==> config.mk <==
export PLATFORM = sky130hd
export DESIGN_NAME = mem_bist
export DESIGN_NICKNAME = d
export VERILOG_FILES = /design/src/rtl/mem_bist.sv
export SDC_FILE = /design/constraint.sdc
export NUM_CORES = 1
export LEC_CHECK = 0
export BUFFER_PORTS_ARGS = -buffer_cell sky130_fd_sc_hd__buf_2
export CAP_MARGIN = 20
export CORE_ASPECT_RATIO = 0.5
export CORE_MARGIN = 3
export CORE_UTILIZATION = 36
export DETAILED_ROUTE_END_ITERATION = 12
export GPL_ROUTABILITY_DRIVEN = 0
export GPL_TIMING_DRIVEN = 0
export PLACE_DENSITY = 0.56
export SLEW_MARGIN = 20
export SYNTH_ARGS = -nofsm -noshare
export SYNTH_HDL_FRONTEND = slang
export SYNTH_SLANG_ARGS = --single-unit
==> constraint.sdc <==
create_clock -name clk -period 7.5 [get_ports clk]
set_clock_uncertainty 0.15 [all_clocks]
set_input_delay 0.375 -clock clk [delete_from_list [all_inputs] [get_ports clk]]
set_output_delay 0.375 -clock clk [all_outputs]
set_load 0.01 [all_outputs]
==> src/rtl/mem_bist.sv <==
// ---------------------------------------------------------------------------
// mem_bist
//
// Built-in self-test initiator for the 2**ADDR_WIDTH x DATA_WIDTH synchronous
// memory. It acts as the master of the memory's strobe interface and runs two
// march phases back to back:
//   1. clear test:        write 0 to every address, then read every address
//                         back and expect 0.
//   2. data = address:    write addr (zero-extended) to every address, then
//                         read every address back and expect addr.
// Mismatches are counted over both phases. The address and data of the first
// mismatch are captured, and pass/fail is reported together with done.
//
// Ports
//   clk        rising-edge clock, shared with the memory
//   reset      asynchronous, active-high reset
//   start      launches a test when sampled high in IDLE or DONE
//   read       memory read strobe
//   write      memory write strobe
//   addr       memory address
//   data_in    write data to the memory
//   data_out   read data from the memory (registered by the memory)
//   busy       test in progress
//   done       test complete, held until the next accepted start or reset
//   pass       valid with done; 1 when err_count == 0
//   err_count  total mismatches over both phases (max 2*depth)
//   fail_addr  address of the first mismatch
//   fail_data  data read at the first mismatch
//   dbg_state  current FSM state encoding, for checkers and debug
//
// Memory strobe protocol (there is no back-pressure on this interface):
//   write=1/read=0 stores data_in at addr on the next clk edge; read=1/write=0
//   makes the memory register mem[addr] onto data_out on the next clk edge.
//   read and write are never high together. When both are low the memory is
//   idle and data_out holds its last value.
// ---------------------------------------------------------------------------
module mem_bist #(
   parameter int ADDR_WIDTH = 5,
   parameter int DATA_WIDTH = 8
) (
   input  logic                  clk,
   input  logic                  reset,
   input  logic                  start,
   output logic                  read,
   output logic                  write,
   output logic [ADDR_WIDTH-1:0] addr,
   output logic [DATA_WIDTH-1:0] data_in,
   input  logic [DATA_WIDTH-1:0] data_out,
   output logic                  busy,
   output logic                  done,
   output logic                  pass,
   output logic [ADDR_WIDTH+1:0] err_count,
   output logic [ADDR_WIDTH-1:0] fail_addr,
   output logic [DATA_WIDTH-1:0] fail_data,
   output logic [2:0]            dbg_state
);

   typedef enum logic [2:0] {
      S_IDLE   = 3'd0,
      S_CLR_WR = 3'd1,
      S_CLR_RD = 3'd2,
      S_DA_WR  = 3'd3,
      S_DA_RD  = 3'd4,
      S_DRAIN  = 3'd5,
      S_DONE   = 3'd6
   } state_t;

   localparam logic [ADDR_WIDTH-1:0] ADDR_LAST = '1;

   state_t state;
   state_t state_nxt;

   // Next values of the registered outputs, produced by the output process.
   logic                  read_nxt;
   logic                  write_nxt;
   logic [ADDR_WIDTH-1:0] addr_nxt;
   logic [DATA_WIDTH-1:0] data_in_nxt;
   logic                  busy_nxt;
   logic                  done_nxt;
   logic                  pass_nxt;
   logic [ADDR_WIDTH+1:0] err_nxt;

   // Check pipeline: describes the read whose data the memory is registering
   // on the current edge, so the compare happens one edge later.
   logic                  chk_valid;
   logic [ADDR_WIDTH-1:0] chk_addr;
   logic [DATA_WIDTH-1:0] chk_exp;

   logic start_acc;
   logic in_phase;
   logic last_addr;
   logic mismatch;
   logic first_fail;

   assign dbg_state = state;

   // A start is only honoured when no test is running.
   assign start_acc = start && ((state == S_IDLE) || (state == S_DONE));

   assign in_phase  = (state == S_CLR_WR) || (state == S_CLR_RD) ||
                      (state == S_DA_WR)  || (state == S_DA_RD);

   // The address register doubles as the phase counter.
   assign last_addr = (addr == ADDR_LAST);

   assign mismatch   = chk_valid && (data_out != chk_exp);
   assign first_fail = mismatch && (err_count == '0);

   // ------------------------------------------------------------------
   // State register
   // ------------------------------------------------------------------
   always_ff @(posedge clk or posedge reset) begin
      if (reset) begin
         state <= S_IDLE;
      end else begin
         state <= state_nxt;
      end
   end

   // ------------------------------------------------------------------
   // Next-state logic
   // ------------------------------------------------------------------
   always_comb begin
      state_nxt = state;
      case (state)
         S_IDLE:   if (start) state_nxt = S_CLR_WR;
         S_CLR_WR: if (last_addr) state_nxt = S_CLR_RD;
         S_CLR_RD: if (last_addr) state_nxt = S_DA_WR;
         S_DA_WR:  if (last_addr) state_nxt = S_DA_RD;
         S_DA_RD:  if (last_addr) state_nxt = S_DRAIN;
         S_DRAIN:  state_nxt = S_DONE;
         S_DONE:   if (start) state_nxt = S_CLR_WR;
         default:  state_nxt = S_IDLE;
      endcase
   end

   // ------------------------------------------------------------------
   // Output logic: every output is registered, so this process computes
   // the value each output takes after the coming edge, keyed on the
   // state being entered.
   // ------------------------------------------------------------------
   always_comb begin
      write_nxt   = (state_nxt == S_CLR_WR) || (state_nxt == S_DA_WR);
      read_nxt    = (state_nxt == S_CLR_RD) || (state_nxt == S_DA_RD);
      busy_nxt    = (state_nxt != S_IDLE) && (state_nxt != S_DONE);
      addr_nxt    = addr;
      data_in_nxt = data_in;

      if (start_acc) begin
         addr_nxt    = '0;
         data_in_nxt = '0;
      end else if (in_phase) begin
         // Natural wrap from ADDR_LAST to 0 lines up with the phase change.
         addr_nxt    = addr + 1'b1;
         data_in_nxt = (state_nxt == S_DA_WR) ? DATA_WIDTH'(addr_nxt) : '0;
      end

      if (start_acc) begin
         err_nxt = '0;
      end else begin
         err_nxt = err_count + (ADDR_WIDTH+2)'(mismatch);
      end

      // The last compare lands on the same edge that enters DONE, so pass
      // is derived from the already-updated count.
      done_nxt = (state_nxt == S_DONE);
      pass_nxt = done_nxt && (err_nxt == '0);
   end

   // ------------------------------------------------------------------
   // Output and check-pipeline registers
   // ------------------------------------------------------------------
   always_ff @(posedge clk or posedge reset) begin
      if (reset) begin
         read      <= 1'b0;
         write     <= 1'b0;
         addr      <= '0;
         data_in   <= '0;
         busy      <= 1'b0;
         done      <= 1'b0;
         pass      <= 1'b0;
         err_count <= '0;
         fail_addr <= '0;
         fail_data <= '0;
         chk_valid <= 1'b0;
         chk_addr  <= '0;
         chk_exp   <= '0;
      end else begin
         read      <= read_nxt;
         write     <= write_nxt;
         addr      <= addr_nxt;
         data_in   <= data_in_nxt;
         busy      <= busy_nxt;
         done      <= done_nxt;
         pass      <= pass_nxt;
         err_count <= err_nxt;

         // Tag the read being presented now; the memory registers its data
         // on this same edge.
         chk_valid <= read;
         chk_addr  <= addr;
         chk_exp   <= (state == S_DA_RD) ? DATA_WIDTH'(addr) : '0;

         if (start_acc) begin
            fail_addr <= '0;
            fail_data <= '0;
         end else if (first_fail) begin
            fail_addr <= chk_addr;
            fail_data <= data_out;
         end
      end
   end

endmodule

==> results.ini, run 1 <==
[outcome]
status = completed

[placed_design]
preCtsSetupSlack_ns = 4.67
dp.final_hpwl_um = 3630
numPortBuffers = 47
placed_area_mm2 = 0.00267

[timing]
relSlewSlack_pct = 56.0
setup_tns_ns = 0
min_period_ns = 2.75
finalWorstSetupSlack_ns = 4.75
report.final.slew_viol_count = 0
setup-violations-final = 0
hold_viol = 0
period_share_pct = 36.7
max_freq_mhz = 363
grt_setup_unrepaired = no
whs_ns = 0.193
worst_pin_slew_ns = 0.658

[routing]
antenna_left = 0
dr.first_iter.drc_count = 80
routedWlPerCell_um = 14.1
vias_per_cell = 4.76
dr_total_vias = 1646
route.final.wire_length_um = 4890
drtPass1Iterations = 4
drc = 0

[synth]
synth.distinct_cells = 47
synth.top_cell.area_share_pct = 53.3
netlist_top_cells_area = dfrtp_1 (53%), mux2i_1 (7.0%), nand2_1 (4.6%)
syn_inst = 203
synth_area_mm2 = 0.00230
synth_top_area_cell = dfrtp_1
avgSynthCellArea_um2 = 11.3
yosysSeqAreaShare_pct = 53.3
ys_seq_elements = 49
synth_warnings = 0

[finish]
layout_commonest_cell = buf_2
diodes = 0
final_nets = 276
fin_area_mm2 = 0.00287
layout_common_cells = buf_2 (54), dfrtp_1 (49), nand2_1 (28)
drive_above_1_share_pct = 30.9
syn2layout_area_growth_pct = 24.7

[critical_path]
worstRegToRegCells = 9
required_ns = 7.50
crit_type = register to register
worstPathArrival_ns = 2.75
critPathCaptureType = register
crit_path_start_kind = register
crit_fanout = 3

[hold_path]
hp-class = input pin to register
holdPathStages = 3

[global_routing]
grt-ovfl-total = 0
antenna_found_initial = 0
grt_pass1_wl_um = 8540
grt_max_degree = 27
grt_pass1_vias = 1662
grt_util_all_layers_pct = 14.2

[cts]
insertion_delay_ns = 0.28
cts_buffer_depth = 2
cts_buffers = 5
postCtsSetupRepairBufs = 0
cts_resized = 0
cts.sinks = 49
cts_tree = yes
clk_pin_slew_ns = 0.06
root_buffer = clkbuf_16
htreeDepth = 2

[power_and_ir_drop]
power_frac_seq_pct = 37.3
vdd_drop_max_uv = 140
switching_share_pct = 34.2
power_frac_comb_pct = 37.9
leakage_nw = 1.45
power_switching_mw = 0.394
clockPowerShare_pct = 24.8
internal_power_mw = 0.757
power_density_mw_per_mm2 = 401

[run]
maxCapViolCount = 0

[die]
fp.coreArea_mm2 = 0.00582
initial_core_util_pct = 39.5
die_area_mm2 = 0.00745
rows = 19
die_y_um = 62.5
io_pins = 52
die_w_um = 119

state kept, by name, summed over array words and instances, names as in the netlist:
signal / count
fail_addr: 5
chk_exp: 5
fail_data: 8
err_count: 7
addr: 5
busy: 1
pass: 1
chk_addr: 5
read: 1
write: 1
dbg_state: 3
data_in: 5
done: 1
chk_valid: 1
power by group through the flow:
| stage | sequential, mW | clock (mW) | combinational, mW |
|---|---|---|---|
| global placement | 0.433 | 0 | 0.427 |
| CTS | 0.431 | 0.290 | 0.441 |
| detailed placement | 0.435 | 0 | 0.438 |
| floorplan | 0.462 | 0 | 0.260 |
| global route | 0.446 | 0.303 | 0.488 |
| finish | 0.430 | 0.285 | 0.436 |
timing repair:
| action | in CTS | in global routing |
|---|---|---|
| hold buffers | 1 | 0 |
| setup endpoints to repair | 0 | 0 |
| endpoints found under the hold margin | 5 | 0 |
layer usage:
metal	track usage, %	routed length, um	vias up
met5	0	0	-
met4	4.76	46	0
met3	3.44	186	4
met2	20.2	2160	37
met1	20.9	2500	795
li1	-	-	810
stage by stage:
| step | power [mW] | util, % | std cells |
|---|---|---|---|
| 2_1_floorplan | 0.721 | - | 205 |
| 3_3_place_gp | 0.860 | 45.5 | 336 |
| 3_5_place_dp | 0.874 | 45.8 | 337 |
| 4_1_cts | 1.16 | 49.3 | 346 |
| 5_1_grt | 1.24 | 49.3 | 346 |
| 6_report | 1.15 | 49.3 | 346 |
worst paths after layout:
check,from,to,slack (ns)
min reg2reg,read,chk_valid,0.22
max,chk_exp[2],pass,4.75
min in group asynchronous,reset,pass,0.53
max in group asynchronous,reset,fail_addr[2],6.14
min,data_out[5],fail_data[5],0.19
max reg2reg,chk_exp[2],pass,4.75
cell usage after synthesis (all sizes together):
library cell and n:
dfrtp 49, nand2 29, mux2i 16, buf 13, nor2 8, xor2 8
and3 7, xnor2 7, a22o 6, o21ai 6, nand3 5, a21oi 4
and2 4, ha 4, inv 4, nor4 4, mux2 3, nor2b 3
a32o 2, nand2b 2, nor3b 2, or3 2, a2111oi 1, a21boi 1
a21o 1, a311oi 1, a31oi 1, and3b 1, clkbuf 1, conb 1
nand3b 1, nor3 1, nor4bb 1, o211ai 1, o21a 1, o22ai 1
or2 1
critical path, cell delays in order (launching register included):
cell	delay, ns
dfrtp_1	0.37
xor2_1	0.15
nor4_1	0.39
a21boi_0	0.18
ha_1	0.24
ha_1	0.20
and3_1	0.22
and3_1	0.17
a311oi_1	0.45
a2111oi_2	0.09
cell type report:
| class | count | area (um2) |
|---|---|---|
| buffer | 14 | 91.3 |
| clock buffer | 5 | 125 |
| clock inverter | 3 | 65.1 |
| fill | 533 | 2950 |
| inverter | 4 | 15.0 |
| multi-input combinational | 138 | 977 |
| sequential | 49 | 1230 |
| tap | 84 | 105 |
| timing repair buffer | 49 | 265 |
kinds of logic (layout without fill, tap and decap cells):
| family | count (synthesis) | in the layout | share of synthesized area (%) |
|---|---|---|---|
| simple gates | 71 | 71 | 16.8 |
| flops | 49 | 49 | 53.3 |
| compound gates | 26 | 26 | 8.37 |
| mux | 19 | 19 | 8.59 |
| buf+inv | 18 | 75 | 4.62 |
| xor+xnor | 15 | 15 | 6.03 |
| fa+ha+maj | 4 | 4 | 2.17 |
| other cells | 1 | 3 | 0.163 |
No activity file was read; power rests on OpenSTA's default activity.
==> run 2, diff against run 1 <==
--- a/config.mk
+++ b/config.mk
@@ -13,7 +13,7 @@
 export DETAILED_ROUTE_END_ITERATION = 12
 export GPL_ROUTABILITY_DRIVEN = 0
 export GPL_TIMING_DRIVEN = 0
-export PLACE_DENSITY = 0.56
+export PLACE_DENSITY = 0.58
 export SLEW_MARGIN = 20
 export SYNTH_ARGS = -nofsm -noshare
 export SYNTH_HDL_FRONTEND = slang
==> constraint.sdc (replaced) <==
create_clock -name clk -period 2.5 [get_ports clk]
set_clock_uncertainty 0.15 [all_clocks]
set_input_delay 0.125 -clock clk [delete_from_list [all_inputs] [get_ports clk]]
set_output_delay 0.125 -clock clk [all_outputs]
set_load 0.01 [all_outputs]
==> run 2 against run 1 <==
  * Via count grew 0.12%
  * Utilization grew 1.7 points
  * Combinational power grew to 3.1 times the previous value
  * Final area grew 3.5%
  * Final cell count grew 2.6%
  * Total power grew to 3.0 times the previous value
  * Critical path depth is the same
  * First-iteration DRC count grew 20%
==> results.ini, run 2 (synthesized netlist as in run 1, its figures left out) <==
[timing]
setup-violations-final = 0  ; unchanged
period_share_pct = 96.6  ; was 36.7%
worst_pin_slew_ns = 0.503  ; was 0.658 ns
max_freq_mhz = 414  ; was 363 MHz
relSlewSlack_pct = 66.4  ; was 56.0%
grt_setup_unrepaired = yes  ; was no
min_period_ns = 2.41  ; was 2.75 ns
hold_viol = 0  ; unchanged
report.final.slew_viol_count = 0  ; unchanged
whs_ns = 0.119  ; was 0.193 ns

[finish]
final_nets = 285  ; was 276
top_regs = fail_data: 8 flops, err_count: 7 flops  ; unchanged
syn2layout_area_growth_pct = 29.1  ; was 24.7%
utilization_pct = 51.0  ; was 49.3%
diodes = 0  ; unchanged
layout_common_cells = buf_2 (54), dfrtp_1 (49), nand2_1 (28)  ; unchanged
largest_register = fail_data  ; unchanged
n_fill_cell = 533  ; unchanged
multi_input_area_mm2 = 0.00101  ; was 977 um2
drive_above_1_share_pct = 32.1  ; was 30.9%
layout_commonest_cell = buf_2  ; unchanged
largest_register_ffs = 8  ; unchanged
register_area_mm2 = 0.00123  ; unchanged

[global_routing]
grt_util_all_layers_pct = 14.4  ; was 14.2%
grt_pass1_wl_um = 8760  ; was 8540 um
grt-ovfl-total = 0  ; unchanged
antenna_found_initial = 0  ; unchanged
grt_max_degree = 29  ; was 27
grt_pass1_vias = 1721  ; was 1,662

[critical_path]
required_ns = 2.51  ; was 7.50 ns
cp_common_cell = and3_1
crit_fanout = 3  ; unchanged
max_stage_delay_ns = 0.37  ; was 0.45 ns
cp_cell_sequence = xor2_1 > nor4_2 > a21boi_1 > ha_2 > ha_4 > and3_1 > and3_1 > a311oi_2 > a2111oi_2  ; was xor2_1 > nor4_1 > a21boi_0 > ha_1 > ha_1 > and3_1 > and3_1 > a311oi_1 > a2111oi_2
worstPathArrival_ns = 2.42  ; was 2.75 ns
critPathCaptureType = register  ; unchanged
crit_path_start_kind = register  ; unchanged
crit_type = register to register  ; unchanged
critPathSlowestCell = dfrtp_1  ; was a311oi_1

[routing]
dr.first_iter.drc_count = 96  ; was 80
routedWlPerCell_um = 14.1  ; about the same
drc = 0  ; unchanged
antenna_left = 0  ; unchanged
route.final.wire_length_um = 4990  ; was 4890 um
drtPass1Iterations = 4  ; unchanged
dr_total_vias = 1648  ; was 1,646
vias_per_cell = 4.64  ; was 4.76

[run]
maxCapViolCount = 0  ; unchanged

[power_and_ir_drop]
power_density_mw_per_mm2 = 1150  ; was 401 mW/mm2
report.power.total_mw = 3.41  ; was 1.15 mW
leakage_nw = 1.48  ; was 1.45 nW
vdd_drop_max_uv = 398  ; was 140 uV

[cts]
cts.sinks = 49  ; unchanged
clk_pin_slew_ns = 0.06  ; about the same
cts_tree = yes  ; unchanged
root_buffer = clkbuf_16  ; unchanged
cts_buffer_depth = 2  ; unchanged
htreeDepth = 2  ; unchanged
cts_buffers = 5  ; unchanged
insertion_delay_ns = 0.28  ; about the same

[die]
die_w_um = 119  ; unchanged
fp.coreArea_mm2 = 0.00582  ; unchanged
initial_core_util_pct = 39.5  ; unchanged
io_pins = 52  ; unchanged
die_area_mm2 = 0.00745  ; unchanged
die_y_um = 62.5  ; unchanged
rows = 19  ; unchanged

[placed_design]
dp.final_hpwl_um = 3590  ; was 3630 um
numPortBuffers = 47  ; unchanged

[hold_path]
hp-class = input pin to register  ; unchanged

[outcome]
status = completed  ; unchanged

run 2: cell count changes in the layout (fill, tap and decap cells not counted), sizes merged:
cell         previous run  this run
bufinv                  2         1
dlygate4sd3             1         9
buf                    61        62
clkinvlp                0         1
run 2: worst paths after layout:
check | end | cells past startpoint | slack (ns) | from
min in group asynchronous | done | 3 | 0.26 | reset
worst max register to register | pass | 9 | 0.09 | chk_exp[3]
worst min register to register | chk_valid | 0 | 0.23 | read
worst min-delay path | dbg_state[0] | 3 | 0.12 | start
max in group asynchronous | dbg_state[0] | 4 | 1.43 | reset
worst max-delay path | pass | 9 | 0.09 | chk_exp[3]
run 2: metal layers:
layer | GRT usage [%] | wire (um) | vias to the layer above
li1 | - | - | 824
met4 | 4.04 | 56 | 0
met3 | 3.80 | 183 | 5
met2 | 21.7 | 2270 | 30
met1 | 20.5 | 2480 | 789
met5 | 0 | 0 | -
run 2: cell type report:
| type | instances | share of cell area (%) |
|---|---|---|
| Tap cell | 84 | 3.54 |
| Timing Repair Buffer | 58 | 11.9 |
| Sequential cell | 49 | 41.3 |
| Multi-Input combinational cell | 138 | 34.0 |
| Buffer | 14 | 3.07 |
| Clock buffer | 5 | 4.21 |
| Inverter | 4 | 0.505 |
| Clock inverter | 3 | 1.56 |
run 2: where the power goes:
group          internal, mW  switching [mW]  total [mW]
registers              1.08           0.218        1.30
clock network         0.473           0.290       0.763
logic                 0.654           0.694        1.35
run 2: repair_timing:
action                                  CTS  global route
hold buffers                              9             0
gates resized for setup                   3             3
pin swaps                                 3             0
hold endpoints to repair                 29             0
setup buffers                             1             0
endpoints found under the setup margin    1             6
run 2: metrics by stage:
step,instance area [um2],TNS [ns],setup slack (ns),std cells
finish,2970,0,0.0854,355
floorplan,2310,0,0.0725,205
CTS,2950,0,0.00238,355
global route,2970,-0.0764,-0.0764,355
global placement,2650,-0.169,-0.169,336
detailed placement,2670,-0.222,-0.222,337
run 2: critical path, delay by kind of cell, from the launching register on:
kind / cells / cell delay [ns]
xor gates and xnor gates: 1 / 0.17
AOI/OAI and AO/OA: 3 / 0.49
and+or+nand+nor: 3 / 0.74
adders and majority gates: 2 / 0.37
DFF: 1 / 0.37
==> run 3, diff against run 2 <==
--- a/config.mk
+++ b/config.mk
@@ -13,8 +13,9 @@
 export DETAILED_ROUTE_END_ITERATION = 12
 export GPL_ROUTABILITY_DRIVEN = 0
 export GPL_TIMING_DRIVEN = 0
-export PLACE_DENSITY = 0.58
+export PLACE_DENSITY = 0.56
 export SLEW_MARGIN = 20
 export SYNTH_ARGS = -nofsm -noshare
 export SYNTH_HDL_FRONTEND = slang
 export SYNTH_SLANG_ARGS = --single-unit
+export TNS_END_PERCENT = 10
==> constraint.sdc (replaced) <==
create_clock -name clk -period 2.29 [get_ports clk]
set_clock_uncertainty 0.15 [all_clocks]
set_input_delay 0.1145 -clock clk [delete_from_list [all_inputs] [get_ports clk]]
set_output_delay 0.1145 -clock clk [all_outputs]
set_load 0.05 [all_outputs]
==> run 3 against run 2 <==
  * The flow now finishes with violations (negative setup slack)
  * Sequential power up 9%
  * Clock power grew 23%
  * Register-to-register slack got worse by 0.20 ns
  * Wire length up 3.6%
  * Die area unchanged
  * Fmax up 0.62%
  * Critical path depth is the same
  * Via count rose by 3.0%
  * Critical path type unchanged
  * Largest power group unchanged
==> results.ini, run 3 (synthesized netlist as in run 1, its figures left out) <==
[global_routing]
grt_util_all_layers_pct = 14.9  ; was 14.4%
grt_max_degree = 27  ; was 29
grt_pass1_wl_um = 9010  ; was 8760 um
grt-ovfl-total = 0  ; unchanged
antenna_found_initial = 0  ; unchanged
grt_pass1_vias = 1767  ; was 1,721

[outcome]
status = finished with violations  ; was completed
violations = negative setup slack

[routing]
dr_total_vias = 1698  ; was 1,648
routedWlPerCell_um = 14.5  ; was 14.1 um
route.final.wire_length_um = 5170  ; was 4990 um
dr.first_iter.drc_count = 73  ; was 96
drc = 0  ; unchanged
drtPass1Iterations = 4  ; unchanged
antenna_left = 0  ; unchanged
vias_per_cell = 4.76  ; was 4.64

[critical_path]
cp_cell_sequence = xor2_1 > nor4_2 > a21boi_1 > ha_2 > ha_4 > nor4bb_4 > and3_1 > a311oi_2 > a2111oi_2  ; was xor2_1 > nor4_2 > a21boi_1 > ha_2 > ha_4 > and3_1 > and3_1 > a311oi_2 > a2111oi_2
crit_fanout = 3  ; unchanged
max_stage_delay_ns = 0.38  ; was 0.37 ns
worstRegToRegCells = 9  ; unchanged
worstPathArrival_ns = 2.42  ; about the same
crit_type = register to register  ; unchanged
timing.rr.end = pass  ; unchanged
worst_path_dominant_cell_family = simple AND/OR/NAND/NOR gates  ; unchanged
cp_num_cells = 9  ; unchanged
critPathSlowestCell = dfrtp_1  ; unchanged
critPathCaptureType = register  ; unchanged
rr_startpoint = chk_exp[2]  ; was chk_exp[3]
startpoint = chk_exp[2]  ; was chk_exp[3]
required_ns = 2.31  ; was 2.51 ns
endpoint = pass  ; unchanged
crit_path_start_kind = register  ; unchanged
r2r_slack_ns = -0.11  ; was 0.09 ns
worst-path-buf-inv = 0  ; unchanged

[run]
maxCapViolCount = 0  ; unchanged

[power_and_ir_drop]
power_frac_seq_pct = 30.4  ; was 38.1%
report.power.total_mw = 4.68  ; was 3.41 mW
power_switching_mw = 2.13  ; was 1.20 mW
power_density_mw_per_mm2 = 1540  ; was 1150 mW/mm2
clockPowerShare_pct = 20.0  ; was 22.4%
power_frac_comb_pct = 49.6  ; was 39.5%
leakage_nw = 1.52  ; was 1.48 nW
internal_power_mw = 2.55  ; was 2.21 mW
vdd_drop_max_uv = 623  ; was 398 uV
switching_share_pct = 45.5  ; was 35.3%

[finish]
instances_no_fill = 357  ; was 355
largest_register_ffs = 8  ; unchanged
n_fill_cell = 542  ; was 533
layout_common_cells = buf_2 (53), dfrtp_1 (49), nand2_1 (28)  ; was buf_2 (54), dfrtp_1 (49), nand2_1 (28)
fin_area_mm2 = 0.00303  ; was 0.00297 mm2
final_nets = 287  ; was 285
drive_above_1_share_pct = 33.7  ; was 32.1%
layout_commonest_cell = buf_2  ; unchanged
syn2layout_area_growth_pct = 31.8  ; was 29.1%
largest_register = fail_data  ; unchanged
top_regs = fail_data: 8 flops, err_count: 7 flops  ; unchanged
diodes = 0  ; unchanged

[cts]
cts_buffers = 5  ; unchanged
htreeDepth = 2  ; unchanged
insertion_delay_ns = 0.29  ; was 0.28 ns
cts.sinks = 49  ; unchanged
cts_buffer_depth = 2  ; unchanged
clk_pin_slew_ns = 0.07  ; was 0.06 ns
root_buffer = clkbuf_16  ; unchanged
cts_tree = yes  ; unchanged

[placed_design]
dp.final_hpwl_um = 3700  ; was 3590 um
dp_cells = 337  ; unchanged
placed_area_mm2 = 0.00269  ; was 0.00267 mm2
numPortBuffers = 47  ; unchanged

[timing]
report.final.slew_viol_count = 0  ; unchanged
max_freq_mhz = 417  ; was 414 MHz
setup_tns_ns = -0.110  ; was 0 ns
min_period_ns = 2.40  ; was 2.41 ns
setup-violations-final = 1  ; was 0
hold_viol = 0  ; unchanged
whs_ns = 0.0994  ; was 0.119 ns
worst_pin_slew_ns = 0.548  ; was 0.503 ns
finalWorstSetupSlack_ns = -0.110  ; was 0.0854 ns
relSlewSlack_pct = 63.4  ; was 66.4%
period_share_pct = 105  ; was 96.6%
grt_setup_unrepaired = yes  ; unchanged

[hold_path]
worstHoldStart = start  ; unchanged
hp-class = input pin to register  ; unchanged

[die]
io_pins = 52  ; unchanged
die_y_um = 62.5  ; unchanged
rows = 19  ; unchanged
die_area_mm2 = 0.00745  ; unchanged
fp.coreArea_mm2 = 0.00582  ; unchanged
die_w_um = 119  ; unchanged
initial_core_util_pct = 39.5  ; unchanged

## run 3: cell count changes in the layout (fill, tap and decap cells not counted), sizes merged
cell,change
buf,+1
bufinv,+1
clkbuf,+1
clkinvlp,-1
## run 3: worst min-delay path, cell delays in order
cell and delay (ns):
buf_2 0.15, mux2i_1 0.14, o21ai_0 0.08
## run 3: power by group through the flow
stage / Clock, mW / Combinational, mW / Sequential [mW]
CTS: 0.956 / 2.30 / 1.43
detailed placement: 0 / 2.25 / 1.44
global route: 1.00 / 2.49 / 1.48
finish: 0.937 / 2.32 / 1.42
global placement: 0 / 2.22 / 1.42
floorplan: 0 / 0.880 / 2.28
## run 3: what timing repair did
| item | CTS | global route |
|---|---|---|
| hold endpoints to repair | 31 | 0 |
| setup endpoints to repair | 2 | 5 |
| gates cloned | 0 | 0 |
| setup buffers | 2 | 1 |
| hold buffers | 9 | 0 |
| pin swaps | 5 | 2 |
| gates resized for setup | 2 | 5 |
## run 3: worst min path at each step
stage | cells past startpoint | slack [ns] | to
final | 3 | 0.1 | dbg_state[0]
after global routing | 3 | 0.15 | dbg_state[0]
after CTS | 3 | 0.1 | dbg_state[0]
after detailed placement | 2 | 0.05 | done
after global placement | 0 | 0.22 | chk_valid
after floorplan | 2 | 0.10 | fail_data[0]
## run 3: routing by layer
layer	part of all wire, %	GRT usage, %	up-vias
met4	0.85	3.90	0
met5	0	0	-
met2	44	21.7	36
li1	-	-	832
met1	51	21.9	825
met3	4.4	3.80	5
## run 3: cell type report
class | count | area (um2) | share of cell area, %
inverter | 4 | 15.0 | 0.495
clock inverter | 3 | 65.1 | 2.14
timing repair buffer | 60 | 368 | 12.1
sequential | 49 | 1230 | 40.4
clock buffer | 5 | 125 | 4.12
multi-input combinational | 138 | 1040 | 34.1
buffer | 14 | 93.8 | 3.09
tap | 84 | 105 | 3.46
## run 3: stage by stage
step	setup WS [ns]	utilization, %
after floorplan	-0.0109	-
after global placement	-0.326	45.8
after detailed placement	-0.341	46.2
after CTS	-0.146	51.5
after global routing	-0.278	52.1
final	-0.110	52.1
